==> src/rtl/cpu_types_pkg.sv <==
// cpu_types_pkg: shared datapath types for the default 32x32 register file.
package cpu_types_pkg;
    localparam int WORD_W = 32;
    localparam int REG_W  = 5;
    localparam int NREGS_DEF = 1 << REG_W;
    typedef logic [WORD_W-1:0] word_t;
    typedef logic [REG_W-1:0]  regbits_t;
endpackage

==> src/rtl/rf_scoreboard.sv <==
// rf_scoreboard: per-register pending-write flags with issue/writeback/flush/reset priority.
module rf_scoreboard #(
    parameter int NREGS = 32,
    parameter int NRD   = 2,
    parameter int NWR   = 1,
    parameter int AW    = $clog2(NREGS)
) (
    input  logic                   CLK,
    input  logic                   RST,
    input  logic [NWR-1:0]         wen,
    input  logic [NWR-1:0][AW-1:0] wsel,
    input  logic [NRD-1:0][AW-1:0] rsel,
    input  logic                   iss_en,
    input  logic [AW-1:0]          iss_sel,
    input  logic                   flush,
    output logic                   iss_ok,
    output logic [NRD-1:0]         rbusy
);
    logic [NREGS-1:0] pend;
    logic [NREGS-1:0] wmask;
    logic [NREGS-1:0] set_mask;

    always_comb begin
        wmask = '0;
        for (int p = 0; p < NWR; p++)
            if (wen[p]) wmask[wsel[p]] = 1'b1;
        wmask[0] = 1'b0;
    end

    assign iss_ok = RST || iss_sel == '0 || !pend[iss_sel] || wmask[iss_sel];

    always_comb begin
        set_mask = '0;
        set_mask[iss_sel] = iss_en && iss_ok && iss_sel != '0;
    end

    always_comb begin
        rbusy = '0;
        for (int r = 0; r < NRD; r++)
            rbusy[r] = !RST && pend[rsel[r]] && !wmask[rsel[r]];
    end

    // Set is OR'd after the clear so a new producer keeps the flag on a same-cycle writeback.
    always_ff @(posedge CLK) begin
        if (RST || flush)
            pend <= '0;
        else
            pend <= (pend & ~wmask) | set_mask;
    end
endmodule

==> src/rtl/regfile_mp.sv <==
// regfile_mp: multi-port register file with write-to-read bypass and pending-write scoreboard.
module regfile_mp
    import cpu_types_pkg::*;
#(
    parameter int NREGS = NREGS_DEF,
    parameter int DW    = WORD_W,
    parameter int NRD   = 2,
    parameter int NWR   = 1,
    parameter int AW    = $clog2(NREGS)
) (
    input  logic                   CLK,
    input  logic                   RST,
    input  logic [NWR-1:0]         wen,
    input  logic [NWR-1:0][AW-1:0] wsel,
    input  logic [NWR-1:0][DW-1:0] wdat,
    input  logic [NRD-1:0][AW-1:0] rsel,
    output logic [NRD-1:0][DW-1:0] rdat,
    output logic [NRD-1:0]         rbusy,
    input  logic                   iss_en,
    input  logic [AW-1:0]          iss_sel,
    output logic                   iss_ok,
    input  logic                   flush
);
    logic [DW-1:0] regs [NREGS];

    // Ascending port loop: the last matching port (highest index) wins, for storage and bypass alike.
    always_ff @(posedge CLK) begin
        if (RST) begin
            for (int i = 0; i < NREGS; i++) regs[i] <= '0;
        end else begin
            for (int p = 0; p < NWR; p++)
                if (wen[p] && wsel[p] != '0) regs[wsel[p]] <= wdat[p];
        end
    end

    always_comb begin
        rdat = '0;
        for (int r = 0; r < NRD; r++) begin
            rdat[r] = regs[rsel[r]];
            for (int p = 0; p < NWR; p++)
                if (wen[p] && wsel[p] == rsel[r]) rdat[r] = wdat[p];
            if (RST || rsel[r] == '0) rdat[r] = '0;
        end
    end

    rf_scoreboard #(.NREGS(NREGS), .NRD(NRD), .NWR(NWR), .AW(AW)) u_sb (
        .CLK(CLK),
        .RST(RST),
        .wen(wen),
        .wsel(wsel),
        .rsel(rsel),
        .iss_en(iss_en),
        .iss_sel(iss_sel),
        .flush(flush),
        .iss_ok(iss_ok),
        .rbusy(rbusy)
    );
endmodule

==> config.mk <==
export PLATFORM = sky130hd
export DESIGN_NAME = regfile_mp
export DESIGN_NICKNAME = d
export VERILOG_FILES = /design/src/rtl/cpu_types_pkg.sv /design/src/rtl/rf_scoreboard.sv /design/src/rtl/regfile_mp.sv
export SDC_FILE = /design/constraint.sdc
export NUM_CORES = 2
export LEC_CHECK = 0
export CAP_MARGIN = 20
export CORE_MARGIN = 1.5
export CORE_UTILIZATION = 37
export DETAILED_ROUTE_END_ITERATION = 6
export GPL_ROUTABILITY_DRIVEN = 0
export PLACE_DENSITY_LB_ADDON = 0.25
export RECOVER_POWER = 100
export SLEW_MARGIN = 20
export SYNTH_ARGS = -nofsm -noshare
export SYNTH_HDL_FRONTEND = slang
export SYNTH_SLANG_ARGS = --single-unit
==> constraint.sdc <==
create_clock -name CLK -period 5 [get_ports CLK]
set_input_delay 1 -clock CLK [delete_from_list [all_inputs] [get_ports CLK]]
set_output_delay 1 -clock CLK [all_outputs]
set_load 0.05 [all_outputs]
==> results.cfg <==
[synth]
postSynthCellCount = 3688
synth_cell_types = 47
ys_top_cells_by_area = edfxtp_1, mux4_2, and2_1
yosysTopAreaCell = edfxtp_1
ys_seq_elements = 1056
async_flop_share_pct = 0
ys.flop_type = edfxtp_1
ys_warn_count = 0
synth-edff-count = 1024
synth.top_cell.area_share_pct = 53.5
avgSynthCellArea_um2 = 15.6
syn-cell-area_mm2 = 0.0574
yosysSeqAreaShare_pct = 54.7

[worst_setup_path]
cp-start-kind = input pin
timing.setup.critical_path_class = input pin to primary output
cp_max_fo = 16
rrSetupSlack_ps = 1990
worstPathRequired_ps = 4000
critPathCaptureType = primary output
crit_arrival_ps = 3900
r2r_cells = 6

[job]
drv_cap = 9

[pwr]
max-vdd-ir-drop_v = 0.000330
clkPwrFrac_pct = 38.3
p_sw_share_pct = 25.8
total_power_mw = 22.1
p_leak_nw = 21.9
power.switching_mw = 5.71
combPwrFrac_pct = 14.7
pwr-share-seq_pct = 47.0
power_density_mw_per_mm2 = 334
cellInternalPower_mw = 16.4

[routing]
dr.pass1.iters = 6
viasPerCell = 5.95
vias = 35500
drt_iter0_markers = 4379
drc = 0
wirelength_mm = 197
drtAntennaViolNets = 0
wire_per_inst_um = 33.0

[timing]
finalHoldViolCount = 0
setup_viol = 0
skew_ps = 15.6
tns_ps = 0
slew_viol_final = 248
timing.final.crit_period_ps = 4900
rsz0062_at_grt = no
max_slew_margin_pct = -91.7
post-route-period-util_pct = 98.0
hold_ws_ps = 511
max_freq_ghz = 0.204
setup_ws_ps = 101
worst_pin_slew_ps = 2880

[global_routing]
grt_pass1_vias = 35400
antenna_found_initial = 16
grt_max_degree = 55
grt-ovfl-total = 0
grt_pass1_wl_mm = 276
grt_use_total_pct = 24.9

[floorplanning]
die_area_mm2 = 0.158
io_pins = 124
die_y_um = 397
rows = 144
initial_core_util_pct = 37.3
coreArea_mm2 = 0.154
die-width_um = 397

[layout]
final_util_pct = 42.9
fillCellCount = 13700
drive_above_1_share_pct = 32.5
fin_area_mm2 = 0.0661
multi_input_area_mm2 = 0.0245
regArea_mm2 = 0.0314
area_delta_synth_final_pct = 15.1
nets = 3876
final-instance-count-excl-fill = 5965

[placed_design]
hpwl_mm = 119
place_ws_ps = 280
placed_cells = 5748
port_buffers = 123
place_area_mm2 = 0.0630

[outcome]
violations = capacitance limit, slew limit
status = complete, but fails checks

[cts]
path_clk_slew_ps = 60
clock_latency_ps = 730
post_cts_buffers = 0
cts_htree_levels = 3
cts_tree = done
cts_buffers = 113
clk_path_buf_depth = 3
ctsHoldBuffers = 0
clock-root-buffer = clkbuf_16
ctsResizeCount = 0
clock_sinks = 1056

[hold_path]
whs_path_depth = 1
hp-class = register to register
-- critical path, stage by stage --
cell	delay [ps]
dlygate4sd3_1	600
buf_4	200
xnor2_1	130
nand3_1	370
o21ai_4	310
o31ai_1	1050
buf_12	230
-- synthesized netlist by cell type (2+ instances only) --
| cell | n |
|---|---|
| edfxtp_1 | 1024 |
| and2_1 | 993 |
| mux4_2 | 608 |
| clkbuf_1 | 281 |
| mux2_2 | 109 |
| o31ai_1 | 85 |
| nand2_1 | 79 |
| buf_2 | 74 |
| nor2b_1 | 61 |
| o22ai_1 | 54 |
| nor2_1 | 40 |
| o211ai_1 | 37 |
| or2_2 | 35 |
| buf_1 | 32 |
| dfxtp_1 | 32 |
| mux2i_1 | 17 |
| nand3_1 | 14 |
| o21ai_0 | 13 |
| buf_6 | 11 |
| o21ai_1 | 11 |
| buf_4 | 9 |
| xnor2_1 | 7 |
| xor2_1 | 7 |
| inv_1 | 6 |
| nor3_1 | 6 |
| a31oi_1 | 4 |
| nand3b_1 | 4 |
| o21bai_1 | 4 |
| or3_1 | 4 |
| a21oi_1 | 3 |
| nand2b_1 | 3 |
| a2bb2oi_1 | 2 |
| nand4_1 | 2 |
| nor4_1 | 2 |
| nor4bb_1 | 2 |
| o221ai_1 | 2 |
-- sequential cells by signal (all words and copies together), names as in the netlist --
name and cells:
regs 1024, u_sb.pend 32
-- logic make-up (layout without fill, tap and decap cells) --
group / after synthesis / in the layout / synth area share (%)
other: 1 / 37 / 0.00653
buffers and inverters: 413 / 610 / 3.06
and+or+nand+nor: 1246 / 1246 / 13.0
xor gates and xnor gates: 14 / 14 / 0.213
DFF: 1056 / 1056 / 54.7
AOI/OAI and AO/OA: 224 / 224 / 2.75
muxes: 734 / 734 / 26.3
-- area by class of cell --
type	instances	share of cell area, %
repair buffers	392	5.93
clock buffers	144	4.73
flip-flops and latches	1056	47.5
inverters	6	0.0341
well taps	2044	3.87
clock inverters	68	0.819
multi-input cells	2250	37.1
diodes	5	0.0189
-- metal layers --
metal,track usage (%),wire length [um]
met1,35.0,80400
met4,7.03,6650
met2,39.0,90300
met5,0,13
met3,5.46,19800
-- power by group through the flow --
stage	clock network (mW)	logic, mW	registers [mW]
finish	8.46	3.25	10.4
floorplan	0	1.91	10.5
detailed placement	0	3.27	10.6
global route	8.88	3.35	10.5
global placement	0	3.28	10.5
CTS	8.56	3.29	10.4
-- path summary, 6_finish.rpt --
check | start | to
worst max-delay path | wsel[1] | rdat[10]
worst min-delay path | u_sb.pend[0] | u_sb.pend[0]
worst max register to register | u_sb.pend[6] | u_sb.pend[16]
worst min register to register | u_sb.pend[0] | u_sb.pend[0]
-- layout by cell type (no fill, tap or decap), types with 14 or more instances in the layout --
cell type,n
edfxtp_1,1024
and2_1,673
mux4_2,608
and2_0,320
buf_4,143
clkbuf_16,121
mux2_2,109
buf_12,86
o31ai_1,85
nand2_1,79
clkbuf_2,76
nor2b_1,61
o22ai_1,54
clkdlybuf4s50_1,42
o211ai_1,37
clkbuf_1,33
conb_1,32
dfxtp_1,32
or2_2,31
clkinv_2,25
clkinv_1,25
nor2_1,24
mux2i_1,17
o21ai_0,15
nor2_4,15
nand3_1,14
buf_2,14
Power figures use the tool's default switching activity.
